--- config.mk ---
export PLATFORM = sky130hd
export DESIGN_NAME = arithmetic_logic_unit_execute
export DESIGN_NICKNAME = d
export VERILOG_FILES = /design/src/rtl/alu_definitions.sv /design/src/rtl/arithmetic_logic_unit_core.sv /design/src/rtl/arithmetic_logic_unit_execute.sv
export SDC_FILE = /design/constraint.sdc
export NUM_CORES = 1
export LEC_CHECK = 0
export ABC_AREA = 0
export ABC_CLOCK_PERIOD_IN_PS = 4650
export CAP_MARGIN = 40
export CORE_MARGIN = 4
export CORE_UTILIZATION = 40
export CTS_BUF_LIST = sky130_fd_sc_hd__clkbuf_2
export DETAILED_ROUTE_END_ITERATION = 8
export SETUP_SLACK_MARGIN = 0.15
export SLEW_MARGIN = 10
export SYNTH_ARGS = -nofsm -noshare
export SYNTH_HDL_FRONTEND = slang
export SYNTH_SLANG_ARGS = --single-unit
--- constraint.sdc ---
create_clock -name clock -period 4.65 [get_ports clock]
set_clock_uncertainty 0.05 [all_clocks]
set_input_delay 1.1625 -clock clock [delete_from_list [all_inputs] [get_ports clock]]
set_output_delay 1.1625 -clock clock [all_outputs]
set_load 0.02 [all_outputs]
--- src/rtl/alu_definitions.sv ---
// ALU operation codes shared with the ALU control decoder, plus the flag bundle
// that travels with every result.
package alu_definitions;

  localparam logic [3:0] ALU_AND = 4'b0000;
  localparam logic [3:0] ALU_OR  = 4'b0001;
  localparam logic [3:0] ALU_ADD = 4'b0010;
  localparam logic [3:0] ALU_SUB = 4'b0110;
  localparam logic [3:0] ALU_SLT = 4'b0111;
  localparam logic [3:0] ALU_NOR = 4'b1100;
  localparam logic [3:0] ALU_XOR = 4'b1101;

  typedef struct packed {
    logic zero;
    logic overflow;
    logic illegal_operation;
  } alu_flags_t;

endpackage

--- src/rtl/arithmetic_logic_unit_core.sv ---
// Combinational ALU datapath: result and flags from code and operands.
module arithmetic_logic_unit_core
  import alu_definitions::*;
#(
  parameter int WIDTH = 32
) (
  input  logic [3:0]       alu_control_signal,
  input  logic [WIDTH-1:0] operand_a,
  input  logic [WIDTH-1:0] operand_b,
  output logic [WIDTH-1:0] result,
  output alu_flags_t       flags
);

  logic [WIDTH-1:0] sum, diff;
  logic add_ovf, sub_ovf;

  assign sum  = operand_a + operand_b;
  assign diff = operand_a - operand_b;
  assign add_ovf = (operand_a[WIDTH-1] == operand_b[WIDTH-1]) && (sum[WIDTH-1]  != operand_a[WIDTH-1]);
  assign sub_ovf = (operand_a[WIDTH-1] != operand_b[WIDTH-1]) && (diff[WIDTH-1] != operand_a[WIDTH-1]);

  always_comb begin
    result = '0;
    flags  = '0;
    unique case (alu_control_signal)
      ALU_AND: result = operand_a & operand_b;
      ALU_OR:  result = operand_a | operand_b;
      ALU_XOR: result = operand_a ^ operand_b;
      ALU_NOR: result = ~(operand_a | operand_b);
      ALU_ADD: begin result = sum;  flags.overflow = add_ovf; end
      ALU_SUB: begin result = diff; flags.overflow = sub_ovf; end
      // sign of the difference corrected by overflow stays right at the extremes
      ALU_SLT: result = {{(WIDTH-1){1'b0}}, diff[WIDTH-1] ^ sub_ovf};
      default: flags.illegal_operation = 1'b1;
    endcase
    flags.zero = (result == '0);
  end

endmodule

--- src/rtl/arithmetic_logic_unit_execute.sv ---
// Execute-stage ALU with a 2-entry output FIFO; in_ready depends only on the
// registered occupancy so a downstream stall never reaches decode combinationally.
module arithmetic_logic_unit_execute
  import alu_definitions::*;
#(
  parameter int WIDTH     = 32,
  parameter int TAG_WIDTH = 5
) (
  input  logic                 clock,
  input  logic                 reset,
  input  logic                 flush,
  input  logic                 in_valid,
  output logic                 in_ready,
  input  logic [3:0]           alu_control_signal,
  input  logic [WIDTH-1:0]     operand_a,
  input  logic [WIDTH-1:0]     operand_b,
  input  logic [TAG_WIDTH-1:0] in_tag,
  output logic                 out_valid,
  input  logic                 out_ready,
  output logic [WIDTH-1:0]     result,
  output logic                 zero,
  output logic                 overflow,
  output logic                 illegal_operation,
  output logic [TAG_WIDTH-1:0] out_tag
);

  typedef struct packed {
    logic [WIDTH-1:0]     result;
    alu_flags_t           flags;
    logic [TAG_WIDTH-1:0] tag;
  } entry_t;

  entry_t     fifo_q [2];
  entry_t     in_entry, head;
  logic       rd_ptr, wr_ptr;
  logic [1:0] count;
  logic       accept, pop;

  arithmetic_logic_unit_core #(.WIDTH(WIDTH)) u_core (
    .alu_control_signal (alu_control_signal),
    .operand_a          (operand_a),
    .operand_b          (operand_b),
    .result             (in_entry.result),
    .flags              (in_entry.flags)
  );
  assign in_entry.tag = in_tag;

  assign in_ready  = (count < 2'd2);
  assign out_valid = (count != 2'd0);
  assign accept    = in_valid && in_ready && !flush;
  assign pop       = out_valid && out_ready && !flush;

  always_ff @(posedge clock or posedge reset) begin
    if (reset) begin
      fifo_q[0] <= '0;
      fifo_q[1] <= '0;
      rd_ptr    <= 1'b0;
      wr_ptr    <= 1'b0;
      count     <= 2'd0;
    end else if (flush) begin
      rd_ptr <= 1'b0;
      wr_ptr <= 1'b0;
      count  <= 2'd0;
    end else begin
      if (accept) begin
        fifo_q[wr_ptr] <= in_entry;
        wr_ptr         <= ~wr_ptr;
      end
      if (pop) rd_ptr <= ~rd_ptr;
      count <= count + {1'b0, accept} - {1'b0, pop};
    end
  end

  // data outputs read as zero whenever nothing is presented
  assign head              = out_valid ? fifo_q[rd_ptr] : '0;
  assign result            = head.result;
  assign zero              = head.flags.zero;
  assign overflow          = head.flags.overflow;
  assign illegal_operation = head.flags.illegal_operation;
  assign out_tag           = head.tag;

endmodule

[After elaboration in Yosys (flattened, before gate mapping)]
Index checks and enable logic that the tools add are counted.
Cells by class
  add/sub/neg operators: 4
  $lt $le $gt $ge: 4
  eq/ne operators: 10
  multiplexer cells: 15
  bitwise logic cells: 10
  reductions and logical operators: 15
Operators by type and width (number)
  $pmux 32 s7: 1
  $mux 40: 5
  $bwmux 80: 1
  $demux 40 s1: 1
  $add 32x32->32: 1
  $and 32x32->32: 1
  $logic_not 32->1: 1
  $not 32->32: 1
  $or 32x32->32: 1
  $sub 32x32->32: 1
  $xor 32x32->32: 1
  $eq 4x3->1 const B: 2
  $eq 4x4->1 const B: 2
  $logic_and 1x1->1: 7
  $reduce_or 7->1: 1
  $reduce_bool 2->1: 3
  $mux 1: 5
  $eq 4x1->1 const B: 1
  $eq 4x2->1 const B: 1
  $ge 2x2->1 const B: 2
  $logic_not 4->1: 1
  $not 1->2: 2
  $ne 1x1->1: 3
  $not 1->1: 3
  other kinds (10): 10
Storage, ports and cells
  bits in registers: 84
  input bits: 78
  output and inout bits: 42
  word-level logic and storage cells: 71

[Longest topological paths before layout]
Gate-level depths: netlist (run 1).
  word-level depth: 7
  gate-level depth with buffers: 24
  gate-level depth less buffers: 23

[Modules after synthesis]
A second synthesis (run 1) with hierarchy kept.
Unflattened totals
  cells, all modules: 1224
  area total of the unflattened synthesis: 10216.0 µm²
Modules (own cells, without submodules)
  arithmetic_logic_unit_core: times used 1, cells each 941, area an instance 6127.1 µm², seq. area each 0.0 µm²
  arithmetic_logic_unit_execute: times used 1, cells each 283, area an instance 4088.9 µm², seq. area each 2102.0 µm²

[Worst setup path after synthesis (run 1)]
OpenSTA, ideal clock, no wires.
  path kind: in2reg
  start: input port operand_a[5]
  end: register fifo_q[47] in the netlist's numbering
  library setup time: 0.077 ns
  arrival: 4.894 ns
  required time: 4.523 ns
  setup slack: -0.372 ns
  stages: 24
  buffers on the path: 1
  path through: inv_1 > ha_1 > buf_2 > nor4_1 > nand2_1 > a21oi_1 > nor4_1 > nor3b_1 > o211ai_1 > nor2_1 > o21ai_0 > a21oi_1 > nor2_1 > fa_1 > nand3_1 > o21ai_0 > a32oi_1 > o22a_1 > nand4_1 > nor4_2 > nand4_1 > nor4_1 > nand4_1 > a21oi_1
On the way
  word-level cells in the longest chain between the ends: 7
  elaborated cells on any way between the ends: 12
  classes of those cells: add/sub: 2; eq/ne: 1; mux: 2; bitwise: 5; reduce/logical: 2
Ends and longest elaborated chain
  start, declared: RTL line arithmetic_logic_unit_execute.sv:15  | input logic [WIDTH-1:0] operand_a,
  $sub 32x32->32: RTL line arithmetic_logic_unit_core.sv:18  | assign diff = operand_a - operand_b;
  $ne 1x1->1: RTL line arithmetic_logic_unit_core.sv:20  | assign sub_ovf = (operand_a[WIDTH-1] != operand_b[WIDTH-1]) && (diff[WIDTH-1] != operand_a[WIDTH-1]);
  $logic_and 1x1->1: RTL line arithmetic_logic_unit_core.sv:20
  $xor 1x1->1: RTL line arithmetic_logic_unit_core.sv:33  | ALU_SLT: result = {{(WIDTH-1){1'b0}}, diff[WIDTH-1] ^ sub_ovf};
  $pmux 32 s7 *: RTL line arithmetic_logic_unit_core.sv:25  | unique case (alu_control_signal)
  $logic_not 32->1 *: RTL line arithmetic_logic_unit_core.sv:36  | flags.zero = (result == '0);
  $bwmux 80 *: RTL line arithmetic_logic_unit_execute.sv:66  | fifo_q[wr_ptr] <= in_entry;
  end signal, assigned by index: RTL line arithmetic_logic_unit_execute.sv:66
  end, declared: RTL line arithmetic_logic_unit_execute.sv:33  | entry_t fifo_q [2];
Mark *: on every way between the ends. The rest lies on a longest branch, timed or not.
A chain may end at the register's enable or synchronous reset.

[Final worst setup path (run 1)]
  start: input port operand_b[7]
  end: register fifo_q[47] in the netlist's numbering
On the way
  word-level cells in the longest chain between the ends: 7
  elaborated cells on any way between the ends: 12
  classes of those cells: add/sub: 2; eq/ne: 1; mux: 2; bitwise: 5; reduce/logical: 2
Ends and longest elaborated chain
  start, declared: RTL line arithmetic_logic_unit_execute.sv:16  | input logic [WIDTH-1:0] operand_b,
  $sub 32x32->32: RTL line arithmetic_logic_unit_core.sv:18
  $ne 1x1->1: RTL line arithmetic_logic_unit_core.sv:20
  $logic_and 1x1->1: RTL line arithmetic_logic_unit_core.sv:20
  $xor 1x1->1: RTL line arithmetic_logic_unit_core.sv:33
  $pmux 32 s7 *: RTL line arithmetic_logic_unit_core.sv:25
  $logic_not 32->1 *: RTL line arithmetic_logic_unit_core.sv:36
  $bwmux 80 *: RTL line arithmetic_logic_unit_execute.sv:66
Marked as above.

==> out/metrics.cfg, run 1 <==
[synth]
synth_edf_count=0
yosys_register_bits=84
synthTopCellsByCount=187 x nand2_1, 130 x nor2_1, 121 x o21ai_0, 105 x ha_1, 103 x inv_1
syn_nets=1555
syn_area_mm2=0.00992
synth_area_leaders=dfrtp_1 21%, ha_1 13%, nand2_1 7.1%
syn_avg_cell_area_um2=7.24
yosys.area.top_type_share_pct=21.2
ys_seq_area_share_pct=21.2
syn_inst=1369
ys_warn_count=0
synth_flop_cell=dfrtp_1
async_flop_share_pct=100
yosysMostFrequentCell=nand2_1
synth_cell_types=82
synth_top_area_cell=dfrtp_1

[grt]
use_met3_pct=3.47
grt_start_max_net_pins=69
grt.overflow.total=0
track_usage_pct=28.1
busiest_layer=met2
grt_pass1_wl_um=61000
antenna_found_initial=1
met1_usage_pct=38.9
use_met2_pct=45.4
grt_pass1_vias=11229

[routing]
antenna_left=0
viasPerCell=5.60
vias=11536
wl_um=38900
wl_per_cell_um=18.9
drt-initial-drc-count=929
drc=0
drt-pass1-iter-count=7

[power_and_ir_drop]
max-vdd-ir-drop_mv=0.221
p_per_area_mw_per_mm2=247
power_uw=3560
leakage_uw=0.00654

[final_layout]
drive_gt1_share_pct=29.2
fillerInstances=2305
fin_nets=1915
area_growth_pct=45.0
fin_area_mm2=0.0144
layoutNonFillerInstCount=2059

[timing]
maxSlewHeadroom_pct=51.5
post-route-period-util_pct=94.1
maxSlewViolCount=0
period_needed_ns=4.38
rsz0062_at_grt=true
finalSetupViolCount=0
worstMarginPinSlew_ns=0.720
fmaxAchievable_mhz=228
worst_slack_ns=0.272
hold_viol=0
fin_hold_ws_ns=0.451

[floorplan]
start_util_pct=40.8
die-area_mm2=0.0274
fp.coreArea_mm2=0.0243
die_y_um=165
rows=57
io_pins=120
die_w_um=165

[run_status]
status=complete, no violations

[cts]
cts_inserted_buffers=9
root_buffer=clkbuf_2
cts_tree=done
clock_latency_ns=0.53
clk_pin_slew_ns=0.20
htree_levels=3
cts_num_sinks=84
clockBufferDepth=2

[worst_setup_path]
cp.required_ns=5.05
crit_start=operand_b[7]
path_class=in2reg
critPathSlowestCell=fa_2
worst_setup_path_start_kind=input port
worst-path-max-fanout=3
worstSetupEndpoint=fifo_q[47]$_DFFE_PP0P_
worstPathArrival_ns=4.78
reg2reg_to=count[1]$_DFF_PP0_
r2r_start=count[1]$_DFF_PP0_
rr_worst_depth=11
cp_slowest_stage_delay_ns=0.36
r2r_slack_ns=2.40
crit_path_end_kind=register

[job]
drv_cap=0

[place]
placed_area_mm2=0.0136
io_buffers=119
dp.cells=2020
pre_cts_slack_ns=-1.13
place_hpwl_um=30800
routabilityCongestion=0.944

[min_path]
hold_class=reg2reg

cell families after synthesis:
group	Yosys count	synth area share, %
buf+inv	193	7.44
flops	84	21.2
xor+xnor	13	1.15
compound gates	444	29.4
fa+ha+maj	108	13.9
simple gates	483	22.5
mux	44	4.44
layout make-up:
class                   instances  area (µm²)  share of cell area (%)
diodes                          1        2.50                  0.0174
clock buffers                  10        50.0                   0.348
clock inverters                 6        88.8                   0.618
inverters                     105         429                    2.98
multi-input cells            1092        7690                    53.5
flip-flops and latches         84        2100                    14.6
well taps                     324         405                    2.82
repair buffers                437        3610                    25.1
where the power goes:
part           internal, µW  total (µW)  switching [µW]
Combinational           918        2000            1080
Clock                   180         422             242
Sequential              990        1140             148
how the worst min path moves through the flow:
stage / startpoint / end / slack (ns) / depth (start not counted)
final: fifo_q[0]$_DFFE_PP0P_ / fifo_q[0]$_DFFE_PP0P_ / 0.45 / 2
after global routing: fifo_q[28]$_DFFE_PP0P_ / fifo_q[28]$_DFFE_PP0P_ / 0.48 / 2
after CTS: fifo_q[41]$_DFFE_PP0P_ / fifo_q[41]$_DFFE_PP0P_ / 0.46 / 2
after detailed placement: fifo_q[2]$_DFFE_PP0P_ / fifo_q[2]$_DFFE_PP0P_ / 0.41 / 2
after global placement: fifo_q[4]$_DFFE_PP0P_ / fifo_q[4]$_DFFE_PP0P_ / 0.41 / 2
after floorplan: fifo_q[40]$_DFFE_PP0P_ / fifo_q[40]$_DFFE_PP0P_ / 0.39 / 2
cell usage in the layout (no fill, tap or decap), types with 7 or more instances in the layout:
master,instances
nand4_1,14
clkbuf_2,20
and2_1,11
o22ai_1,15
inv_2,42
nand3_1,22
inv_1,53
o211ai_1,19
a21oi_1,91
nor4_1,9
inv_4,7
mux2i_1,44
dfrtp_1,83
a21oi_2,8
nand2b_1,10
nor2_1,126
xnor2_1,9
a211o_1,9
nand2_1,185
o21a_1,7
nor3_1,26
o21ai_0,118
and3_1,11
ha_1,73
buf_4,306
ha_4,29
a211oi_1,19
a21o_1,19
a22oi_1,23
buf_6,12
dlygate4sd2_1,14
o31ai_1,12
nor2b_1,11
clkdlybuf4s50_1,71
a31oi_1,11
buf_2,7
metal layers:
| layer | wire [µm] | share of wire (%) |
|---|---|---|
| met4 | 1380 | 3.6 |
| met1 | 17200 | 44 |
| met5 | 0 | 0 |
| met3 | 2670 | 6.9 |
| met2 | 17700 | 45 |
sequential cells by signal, indices dropped and copies added, names as in the netlist:
signal / flops
rd_ptr: 1
wr_ptr: 1
fifo_q: 80
count: 2
stage by stage:
step	TNS [ns]	utilization [%]
after CTS	0	58.7
after floorplan	-0.0156	-
final	0	59.1
after detailed placement	-9.42	56.1
after global routing	-0.00126	59.1
after global placement	-8.60	56.0
critical path, delay by kind of cell:
kind,cells,cell delay [ns]
AO/OA/AOI/OAI,9,1.25
buffers and inverters,3,0.31
AND/OR/NAND/NOR,11,1.46
adder cells (fa/ha/maj),2,0.56
timing repair:
| item | 4_1_cts | 5_1_grt |
|---|---|---|
| hold buffers | 0 | 0 |
| endpoints found under the setup margin | 10 | 4 |
| setup buffers | 17 | 5 |
| pin swaps | 47 | 21 |
| resized for setup | 195 | 60 |
(Power assumes the default switching activity.)
==> run 2: changes to the inputs <==
Settings changed: REMOVE_ABC_BUFFERS from default to 1.
==> out/metrics.cfg, run 2 (same netlist as run 1, synthesis figures left out) <==
[run_status]
status=complete, no violations  ; unchanged

[timing]
rsz0062_at_grt=true  ; unchanged
period_needed_ns=4.60  ; was 4.38 ns
hold_viol=0  ; unchanged
maxSlewHeadroom_pct=49.4  ; was 51.5%
finalSetupViolCount=0  ; unchanged
maxSlewViolCount=0  ; unchanged
fmaxAchievable_mhz=217  ; was 228 MHz
worstMarginPinSlew_ns=0.752  ; was 0.720 ns
worst_slack_ns=0.0499  ; was 0.272 ns
fin_hold_ws_ns=0.448  ; was 0.451 ns
post-route-period-util_pct=98.9  ; was 94.1%

[cts]
clockBufferDepth=2  ; unchanged
root_buffer=clkbuf_2  ; unchanged
cts_tree=done  ; unchanged
cts_inserted_buffers=9  ; unchanged
clk_pin_slew_ns=0.21  ; was 0.20 ns
clock_latency_ns=0.50  ; was 0.53 ns
cts_num_sinks=84  ; unchanged
htree_levels=3  ; unchanged

[place]
place_hpwl_um=31000  ; was 30800 µm
placed_area_mm2=0.0135  ; was 0.0136 mm²
routabilityCongestion=0.952  ; was 0.944
dp.cells=2021  ; was 2020
pre_cts_slack_ns=-1.62  ; was -1.13 ns
io_buffers=119  ; unchanged

[grt]
grt_pass1_wl_um=61000  ; about the same
grt_start_max_net_pins=39  ; was 69
track_usage_pct=28.1  ; about the same
use_met3_pct=2.88  ; was 3.47%
met1_usage_pct=39.3  ; was 38.9%
antenna_found_initial=1  ; unchanged
grt.overflow.total=0  ; unchanged
use_met2_pct=45.7  ; was 45.4%
grt_pass1_vias=11265  ; was 11229
busiest_layer=met2  ; unchanged

[min_path]
hold_class=reg2reg  ; unchanged

[final_layout]
mostFrequentLayoutCells=315 x buf_4, 184 x nand2_1, 126 x nor2_1, 115 x o21ai_0, 93 x a21oi_1  ; was 306 x buf_4, 185 x nand2_1, 126 x nor2_1, 118 x o21ai_0, 91 x a21oi_1
largest_reg_flops=80  ; unchanged
fin_nets=1922  ; was 1915
layoutNonFillerInstCount=2065  ; was 2059
drive_gt1_share_pct=28.4  ; was 29.2%
post-route-util_pct=58.9  ; was 59.1%
layout_commonest_cell=buf_4  ; unchanged
area_growth_pct=44.3  ; was 45.0%
top_regs=fifo_q: 80 flops, count: 2 flops  ; unchanged
fin_area_mm2=0.0143  ; was 0.0144 mm²
top_register=fifo_q  ; unchanged

[routing]
antenna_left=0  ; unchanged
wl_per_cell_um=19.0  ; was 18.9 µm
drt-pass1-iter-count=5  ; was 7
vias=11659  ; was 11536
viasPerCell=5.65  ; was 5.60
drt-initial-drc-count=1081  ; was 929
wl_um=39200  ; was 38900 µm
drc=0  ; unchanged

[worst_setup_path]
cp.required_ns=5.05  ; about the same
path_common_cell=buf_4
worst_setup_path_start_kind=input port  ; unchanged
path_class=in2reg  ; unchanged
worstPathArrival_ns=5.00  ; was 4.78 ns
cp_slowest_stage_delay_ns=0.43  ; was 0.36 ns
worst-path-max-fanout=3  ; unchanged
crit_path_end_kind=register  ; unchanged
critPathSlowestCell=nor4_4  ; was fa_2

[floorplan]
start_util_pct=40.8  ; unchanged
rows=57  ; unchanged
io_pins=120  ; unchanged
fp.coreArea_mm2=0.0243  ; unchanged
die-area_mm2=0.0274  ; unchanged
die_w_um=165  ; unchanged
die_y_um=165  ; unchanged

[power_and_ir_drop]
p_per_area_mw_per_mm2=242  ; was 247 mW/mm²
max-vdd-ir-drop_mv=0.197  ; was 0.221 mV
leakage_uw=0.00652  ; was 0.00654 µW

[job]
drv_cap=0  ; unchanged

==> run 2: changes by cell type in the layout (fill, tap and decap cells not counted), sizes merged <==
cell,previous run,this run
bufinv,2,0
dlymetal6s2s,5,1
clkinvlp,2,0
clkdlybuf4s50,71,73
inv,103,104
clkbuf,20,19
clkdlybuf4s15,3,5
dlygate4sd2,14,24
==> run 2: metrics by stage <==
step / setup TNS [ns] / total power [µW]
2_1_floorplan: -0.843 / 2150
5_1_grt: -0.165 / 3730
4_1_cts: 0 / 3450
3_3_place_gp: -10.62 / 3020
6_report: 0 / 3470
3_5_place_dp: -11.20 / 3050
==> run 2: path summary, 6_finish.rpt <==
kind	start	end	slack, ns	cells past startpoint
setup / recovery	operand_a[9]	fifo_q[47]$_DFFE_PP0P_	0.05	26
hold / removal	fifo_q[2]$_DFFE_PP0P_	fifo_q[2]$_DFFE_PP0P_	0.45	2
setup reg to reg	count[1]$_DFF_PP0_	fifo_q[57]$_DFFE_PP0P_	2.49	6
hold reg to reg	fifo_q[2]$_DFFE_PP0P_	fifo_q[2]$_DFFE_PP0P_	0.45	2
max in group asynchronous	reset	fifo_q[30]$_DFFE_PP0P_	2.89	4
min in group asynchronous	reset	fifo_q[48]$_DFFE_PP0P_	0.89	2
==> run 2: layout make-up <==
class                           count  area [µm²]
Antenna cell                        1        2.50
Clock buffer                       12        60.1
Clock inverter                      3        15.0
Fill cell                        2315       10000
Inverter                          105         398
Multi-Input combinational cell   1092        7700
Sequential cell                    84        2100
Tap cell                          324         405
Timing Repair Buffer              444        3620
==> run 2: routing by layer <==
layer	share of wire, %	vias up	wire length [µm]
li1	-	5627	-
met4	3.2	0	1260
met1	45	5484	17700
met5	0	-	0
met2	45	467	17600
met3	6.7	81	2650
==> run 2: critical path: cells and delay by family <==
| kind | cells | cell delay [ns] |
|---|---|---|
| adder cells (fa/ha/maj) | 1 | 0.20 |
| buffers and inverters | 14 | 1.58 |
| AO/OA/AOI/OAI | 6 | 1.05 |
| AND/OR/NAND/NOR | 5 | 1.01 |
==> run 2: where the power goes <==
part	switching, µW	internal [µW]	leakage (µW)	total [µW]
Clock	227	72.0	0.0000616	299
Sequential	135	990	0.00108	1120
Combinational	1110	939	0.00537	2050
==> run 2: timing repair <==
action                     4_1_cts  5_1_grt
hold buffers                     0        0
pin swaps                       47       12
setup endpoints to repair        8        8
resized for setup              197       36
buffers inserted                20        8
